===== config.mk =====
export PLATFORM = sky130hd
export DESIGN_NAME = cla_adder
export DESIGN_NICKNAME = d
export VERILOG_FILES = /design/src/rtl/cla_pkg.sv /design/src/rtl/cla_group4.sv /design/src/rtl/cla_adder.sv
export SDC_FILE = /design/constraint.sdc
export NUM_CORES = 1
export LEC_CHECK = 0
export CORE_MARGIN = 2
export CORE_UTILIZATION = 38
export DETAILED_ROUTE_END_ITERATION = 8
export PLACE_DENSITY = 0.76
export SLEW_MARGIN = 20
export SYNTH_ARGS = -nofsm -noshare
export SYNTH_HDL_FRONTEND = slang
export SYNTH_SLANG_ARGS = --single-unit

===== constraint.sdc =====
create_clock -name clk -period 2.5 [get_ports clk]
set_clock_uncertainty 0.05 [all_clocks]
set_input_delay 0.625 -clock clk [delete_from_list [all_inputs] [get_ports clk]]
set_output_delay 0.625 -clock clk [all_outputs]
set_load 0.005 [all_outputs]

===== src/rtl/cla_pkg.sv =====
// Shared constants and helpers for the carry-lookahead adder.
// Group size is fixed at four bits; WIDTH must be a multiple of it.
package cla_pkg;

  localparam int CLA_GROUP = 4;

  // Number of 4-bit lookahead groups for a given operand width.
  function automatic int cla_groups(input int width);
    return width / CLA_GROUP;
  endfunction

  // True when the width splits into whole groups within 4..64 bits.
  function automatic bit cla_width_ok(input int width);
    return (width % CLA_GROUP == 0) && (width >= 4) && (width <= 64);
  endfunction

endpackage


===== src/rtl/cla_group4.sv =====
// One 4-bit carry-lookahead group: closed-form internal carries,
// group propagate/generate for the second lookahead level.
module cla_group4
  import cla_pkg::*;
(
  input  logic [CLA_GROUP-1:0] a,
  input  logic [CLA_GROUP-1:0] b,
  input  logic                 cin,
  output logic [CLA_GROUP-1:0] s,
  output logic                 pg,
  output logic                 gg
);

  logic [3:0] p;
  logic [3:0] g;
  logic [3:0] c;

  // Bit propagate/generate, expanded carries, sum and group terms.
  always_comb begin
    p = a ^ b;
    g = a & b;
    c[0] = cin;
    c[1] = g[0]
         | (p[0] & cin);
    c[2] = g[1]
         | (p[1] & g[0])
         | (p[1] & p[0] & cin);
    c[3] = g[2]
         | (p[2] & g[1])
         | (p[2] & p[1] & g[0])
         | (p[2] & p[1] & p[0] & cin);
    s  = p ^ c;
    pg = &p;
    gg = g[3]
       | (p[3] & g[2])
       | (p[3] & p[2] & g[1])
       | (p[3] & p[2] & p[1] & g[0]);
  end

endmodule


===== src/rtl/cla_adder.sv =====
// Registered WIDTH-bit two-level carry-lookahead adder, 1-cycle latency.
// Define CLA_OVF_FLAG_EN to add the registered signed-overflow output Ovf.
module cla_adder
  import cla_pkg::*;
#(
  parameter int WIDTH = 16
) (
  input  logic             clk,
  input  logic             rst,
  input  logic [WIDTH-1:0] A,
  input  logic [WIDTH-1:0] B,
  input  logic             Ci,
  output logic [WIDTH-1:0] S,
`ifdef CLA_OVF_FLAG_EN
  output logic             Co,
  output logic             Ovf
`else
  output logic             Co
`endif
);

  localparam int NG = cla_groups(WIDTH);

  if (!cla_width_ok(WIDTH)) begin : g_bad_width
    $error("cla_adder: WIDTH must be a multiple of 4 in 4..64");
  end

  logic [NG-1:0]    pg;
  logic [NG-1:0]    gg;
  logic [NG:0]      gc;
  logic [WIDTH-1:0] sum;

  for (genvar k = 0; k < NG; k++) begin : g_grp
    cla_group4 u_grp (
      .a   (A[CLA_GROUP*k +: CLA_GROUP]),
      .b   (B[CLA_GROUP*k +: CLA_GROUP]),
      .cin (gc[k]),
      .s   (sum[CLA_GROUP*k +: CLA_GROUP]),
      .pg  (pg[k]),
      .gg  (gg[k])
    );
  end

  // Second level: each group carry-in is a flat sum of products of
  // Ci and the lower groups' PG/GG, so no carry ripples between groups.
  always_comb begin
    logic acc;
    logic term;
    gc    = '0;
    gc[0] = Ci;
    for (int k = 1; k <= NG; k++) begin
      acc = Ci;
      for (int m = 0; m < k; m++) acc = acc & pg[m];
      for (int j = 0; j < k; j++) begin
        term = gg[j];
        for (int m = j + 1; m < k; m++) term = term & pg[m];
        acc = acc | term;
      end
      gc[k] = acc;
    end
  end

  logic [WIDTH-1:0] s_d, s_q;
  logic             co_d, co_q;

  // Next-state values of the output registers.
  always_comb begin
    s_d  = sum;
    co_d = gc[NG];
  end

  // Output registers with synchronous reset taking priority.
  always_ff @(posedge clk) begin
    if (rst) begin
      s_q  <= '0;
      co_q <= 1'b0;
    end else begin
      s_q  <= s_d;
      co_q <= co_d;
    end
  end

  assign S  = s_q;
  assign Co = co_q;

`ifdef CLA_OVF_FLAG_EN
  logic ovf_d, ovf_q;

  // Carry into the MSB is recovered from s = p ^ c at the top bit.
  always_comb begin
    ovf_d = (sum[WIDTH-1] ^ A[WIDTH-1] ^ B[WIDTH-1]) ^ gc[NG];
  end

  // Overflow flag register, same timing as S/Co.
  always_ff @(posedge clk) begin
    if (rst) ovf_q <= 1'b0;
    else     ovf_q <= ovf_d;
  end

  assign Ovf = ovf_q;
`endif

endmodule


==> results of run 1 <==
==> synthesized netlist by cell type (2+ instances only) <==
master    number  area share (%)
nand2_1        7             2.2
ha_1          16              17
a21o_1         2             1.3
o21a_1         3             1.9
mux2_1         2             1.9
clkbuf_1       2            0.63
nor3_1         4             1.7
a21oi_1        6             2.5
a21oi_2        2             1.5
xnor2_1        5             3.7
inv_1          8             2.5
nor2b_1        4             2.1
o21ai_0        2            0.84
fa_1           4             6.8
a21oi_4        2             2.7
xor2_1         3             2.2
nor2_1        14             4.4
dfxtp_1       17              29
nand2b_1       4             2.1
==> final timing paths <==
path / endpoint / slack, ns
worst max-delay path: S[15] / 0.04
worst min-delay path: S[0] / 0.84
==> through the flow <==
step | utilization (%) | hold WS, ns | setup TNS, ns
final | 70.79 | 0.8404 | 0
after global routing | 70.79 | 0.8802 | 0
after CTS | 67.04 | 0.8575 | 0
after detailed placement | 64.88 | 1.276 | -3.431
after global placement | 64.88 | 1.278 | -2.907
after floorplan | - | 0.7560 | 0
==> logic make-up after synthesis <==
| group | share of synthesized area [%] |
|---|---|
| fa+ha+maj | 23.63 |
| buf+inv | 3.165 |
| simple gates | 15.30 |
| compound gates | 20.57 |
| flops | 28.69 |
| xor+xnor | 5.907 |
| mux | 2.743 |
==> cell type report <==
class                   instances  share of cell area (%)
multi-input cells              98                   43.73
repair buffers                 83                   35.67
well taps                      33                   1.942
inverters                       8                   1.413
clock buffers                   4                   1.236
flip-flops and latches         17                   16.01
==> routing by layer <==
metal	part of all wire [%]	GRT usage (%)	up-vias	routed length, um
met2	53	32.30	32	1627
met4	1.4	5.079	0	42
met5	0	0	-	0
met1	42	20.88	545	1302
li1	-	-	606	-
met3	3.6	2.381	4	111
==> power breakdown <==
group          total [mW]  internal (mW)  switching, mW
Clock               0.142         0.0618         0.0803
Sequential          0.317          0.308        0.00950
Combinational       0.424          0.258          0.166
Total               0.883          0.627          0.256
==> state kept, by name, summed over array words and instances (netlist names) <==
signal / flops
S: 16
Co: 1
==> what timing repair did <==
| action | CTS | global route |
|---|---|---|
| gates resized for setup | 8 | 17 |
| buffers inserted | 1 | 2 |
| endpoints found under the hold margin | 0 | 0 |
| cloned | 0 | 0 |
| endpoints found under the setup margin | 5 | 5 |
| pin swaps | 4 | 6 |
==> metrics, run 1 <==
Setup crit start=A[11]; initial core utilization=39.50%; fin nets=266; Pre-Repair DR Iteration Count=4; first-pass GRT wire length=4774 um; CP delay by family, top=compound AO/OA/AOI/OAI gates; Leakage Power=0.9261 nW; Crit Path Class=primary input to flip-flop; Die Span X=59.87 um; pin count of the biggest net entering global routing=18; crit start category=primary input; worst path bufs/invs=1; Max Cap Viol=0; RSZ-0062 raised after global routing=no; Die Y=59.87 um; ys async rst share=0%; ANT cells=0; number of global-route vias before repair=1135; Max transition margin=61.64%; FMAX=406.6 MHz; Non-Filler Instances=243; CP Data Required Time=2.62 ns; routed len/inst=12.69 um; EDFF count, synth=0; Worst path max stage delay=0.47 ns; Max clock buf depth=2; period utilization=98.38%; Placer Congestion=0.7929; Post-Place Worst Slack=-0.4873 ns; Tightest Hold Check Type=primary input to flip-flop; yosys synthesis warning count=0; Vias=1187; Remaining Overflow, GRT=0; design area=2126 um2; hold depth=4; most frequent cells in the layout=clkdlybuf4s50_1, buf_4, dfxtp_1; Crit path arrival time=2.58 ns; total power=883.2 uW; number of synthesized register bits=17; clock sink total=17; status=completed; Remaining DRCs=0; register area share after synthesis=28.69%; wirelength, routed=3084 um; stages on the worst setup path=7; Final Hold Vio Count=0; peak supply drop=173.4 uV; Hold Buf Count CTS=0; Final setup viols=0; CP endpoint kind=flip-flop; IO Pins=52; core area=3003 um2; clock root cell=clkbuf_4; Final WS setup=0.04045 ns; PortBufs=51; first-iteration detailed-routing DRC count=17; Reg clk slew, reported paths=0.09 ns; sequential standard cell area=340.3 um2; CTS buffer count=3; fin. max-slew vios=0; std cell rows=20; Worst-Margin Slew=0.5736 ns; PwrDens=415.5 nW/um2; total die area=3584 um2; number of antenna violations at the first check in global routing=0; Syn Inst Count=125; CP max FO=3; worst hold start=B[0]; critical-path cell list=clkdlybuf4s50_1 -> ha_2 -> a21oi_4 -> o211ai_2 -> a221o_1 -> a41oi_2 -> mux2_1; fillcell total=211; slowest cell on the critical path=clkdlybuf4s50_1; post-synthesis cell area=1186 um2; TritonCTS clock tree=yes; routed vias/inst=4.885; predominant post-synthesis flop cell=dfxtp_1; antenna-violating nets left=0; synthesis-to-layout area growth=79.22%; Post-Place Cell Area=1948 um2; most common cell after layout, fill and taps aside=clkdlybuf4s50_1; Avg Synthesized Cell Area=9.489 um2; number of H-tree levels=1; Synth cell types=37; placed cell count=236; Post-Syn Nets=180; Multi-input gate area=929.6 um2; share of cells above drive strength 1=27.62%; Final min period=2.460 ns; DP HPWL=2591 um; GRT Overall Usage=17.53%
No activity file was read; power rests on OpenSTA's default activity.
==> inputs of run 2 (changes only) <==
--- a/config.mk
+++ b/config.mk
@@ -9,7 +9,6 @@
 export CORE_UTILIZATION = 38
 export DETAILED_ROUTE_END_ITERATION = 8
 export PLACE_DENSITY = 0.76
-export SLEW_MARGIN = 20
 export SYNTH_ARGS = -nofsm -noshare
 export SYNTH_HDL_FRONTEND = slang
 export SYNTH_SLANG_ARGS = --single-unit
==> results of run 2 <==
No change in the layout: final DEF, timing and power equal those of run 1.
==> inputs of run 3 (changes only) <==
--- a/config.mk
+++ b/config.mk
@@ -5,10 +5,11 @@
 export SDC_FILE = /design/constraint.sdc
 export NUM_CORES = 1
 export LEC_CHECK = 0
+export CAP_MARGIN = 20
 export CORE_MARGIN = 2
-export CORE_UTILIZATION = 38
+export CORE_UTILIZATION = 40
 export DETAILED_ROUTE_END_ITERATION = 8
-export PLACE_DENSITY = 0.76
+export PLACE_DENSITY = 0.77
 export SYNTH_ARGS = -nofsm -noshare
 export SYNTH_HDL_FRONTEND = slang
 export SYNTH_SLANG_ARGS = --single-unit
==> constraint.sdc (replaced) <==
create_clock -name clk -period 2.7 [get_ports clk]
set_clock_uncertainty 0.05 [all_clocks]
set_input_delay 0.675 -clock clk [delete_from_list [all_inputs] [get_ports clk]]
set_output_delay 0.675 -clock clk [all_outputs]
set_load 0.005 [all_outputs]
==> metrics, run 3 (same netlist as run 1, synthesis figures left out) <==
status=completed; worst hold start=A[0]; number of antenna violations at the first check in global routing=0 (unchanged); first-pass GRT wire length=4905 um (+2.7%); routed wl met2=1731 um (+6.4%); wirelength, routed=3231 um (+4.8%); Tightest Hold Check Type=primary input to flip-flop; critical-path cell list=clkdlybuf4s50_1 -> ha_4 -> a21o_1 -> a21oi_2 -> a211oi_2 -> nand2b_4 -> buf_4 -> fa_1 -> xnor2_1 -> nor2_1; CP endpoint kind=flip-flop; GRT Overall Usage=18.49% (+0.96 points); Largest register FFs=16 (unchanged); Final setup viols=0 (unchanged); TritonCTS clock tree=yes; M1 wire length=1352 um (+3.8%); Die Y=58.46 um (-2.4%); clock sink total=17 (unchanged); peak supply drop=307.7 uV (+77%); CP Data Required Time=2.81 ns (+0.19 ns); Post-Place Cell Area=1916 um2 (-1.7%); core area=2781 um2 (-7.4%); Placer Congestion=0.7802 (-1.6%); crit start category=primary input; Worst path max stage delay=0.51 ns (+0.04 ns); Final min period=2.643 ns; fin. max-slew vios=0 (unchanged); Remaining Overflow, GRT=0 (unchanged); FMAX=378.4 MHz; Max Cap Viol=0 (unchanged); most common cell after layout, fill and taps aside=clkdlybuf4s50_1; first-iteration detailed-routing DRC count=16 (-1); Die Span X=58.46 um (-2.4%); Remaining DRCs=0 (unchanged); RSZ-0062 raised after global routing=no; CTS buffer count=3 (unchanged); number of global-route vias before repair=1199 (+5.6%); Final WS setup=0.05706 ns (+0.01661 ns); Final Hold Vio Count=0 (unchanged); share of cells above drive strength 1=22.44% (-5.2 points); Worst-Margin Slew=0.5061 ns (-0.06749 ns); slowest cell on the critical path=clkdlybuf4s50_1; fin nets=261 (-1.9%); routed len/inst=13.69 um (+7.9%); DP HPWL=2641 um (+1.9%); number of H-tree levels=1 (unchanged); routed wl met3=120 um (+8.1%); PortBufs=51 (unchanged); pin count of the biggest net entering global routing=16 (-2); Reg clk slew, reported paths=0.10 ns (about the same); CP max FO=4 (+1); PwrDens=400.0 nW/um2 (-3.7%); synthesis-to-layout area growth=69.30%; max layer used=met4; Hold Buf Count CTS=0 (unchanged); design area=2008 um2 (-5.5%); Pre-Repair DR Iteration Count=4 (unchanged); Vias=1201 (+1.2%); std cell rows=19 (-5.0%); initial core utilization=42.65% (+3.1 points); hold endpoint=S[0]; IO Pins=52 (unchanged); routed vias/inst=5.089 (+4.2%); hold depth=4 (unchanged); ANT cells=0 (unchanged); antenna-violating nets left=0 (unchanged); most frequent cells in the layout=clkdlybuf4s50_1, buf_4, dfxtp_1; period utilization=97.89%; Max transition margin=66.16% (+4.5 points); Crit path arrival time=2.76 ns (+0.18 ns); total die area=3417 um2 (-4.7%); Crit Path Class=primary input to flip-flop; Leakage Power=0.8789 nW (-5.1%); Post-Place Worst Slack=-0.3332 ns (+0.1541 ns); Max clock buf depth=2 (unchanged); clock root cell=clkbuf_4
## run 3: changes by cell type in the layout (fill, tap and decap cells not counted), sizes merged
cell / change
dlymetal6s2s: -2
buf: -5
dlygate4sd2: -2
clkdlybuf4s15: -2
clkdlybuf4s50: +6
## run 3: where the power goes
| group | switching (mW) | total, mW | leakage (nW) | internal [mW] |
|---|---|---|---|---|
| clock network | 0.0789 | 0.136 | 0.0150 | 0.0573 |
| logic | 0.151 | 0.374 | 0.722 | 0.223 |
| registers | 0.00818 | 0.293 | 0.142 | 0.285 |
## run 3: per-layer routing
layer  GRT usage [%]  vias to the layer above
met5               0                        -
li1                -                      599
met2           35.47                       32
met4           5.980                        0
met3           1.758                        2
met1           21.17                      568
## run 3: how the worst max path moves through the flow
stage          from    end  slack, ns  cells after the start
2_1_floorplan  A[2]  S[12]       0.17                      8
3_3_place_gp   A[0]  S[13]      -0.27                     10
3_5_place_dp   A[0]  S[13]      -0.33                     10
4_1_cts        A[0]  S[13]       0.02                     10
5_1_grt        A[2]   S[9]      0.003                     10
6_report       A[2]   S[9]       0.06                     10
## run 3: cell type report
type | instances | area (um2)
Timing Repair Buffer | 78 | 718.2
Sequential cell | 17 | 340.3
Fill cell | 212 | 773.2
Inverter | 8 | 30.03
Multi-Input combinational cell | 98 | 854.6
Clock buffer | 4 | 26.28
Tap cell | 31 | 38.79
## run 3: timing repair
item                       in CTS  in global routing
pin swaps                       0                  3
setup endpoints to repair       1                  3
setup buffers                   0                  2
gates resized for setup         1                  8
## run 3: critical path, delay by kind of cell
| kind | cells | cell delay [ns] |
|---|---|---|
| AOI/OAI and AO/OA | 3 | 0.45 |
| xor gates and xnor gates | 1 | 0.16 |
| and+or+nand+nor | 2 | 0.22 |
| adders and majority gates | 2 | 0.60 |
| buffers and inverters | 2 | 0.65 |
## run 3: per-stage QoR
stage	cells	TNS [ns]	utilization [%]	hold slack, ns	total power [mW]
2_1_floorplan	125	0	-	0.8060	0.4570
3_3_place_gp	230	-1.442	68.87	1.330	0.6400
3_5_place_dp	230	-1.934	68.87	1.328	0.6544
4_1_cts	234	0	70.09	1.075	0.7919
5_1_grt	236	0	72.20	0.8602	0.8570
6_report	236	0	72.20	0.8355	0.8032
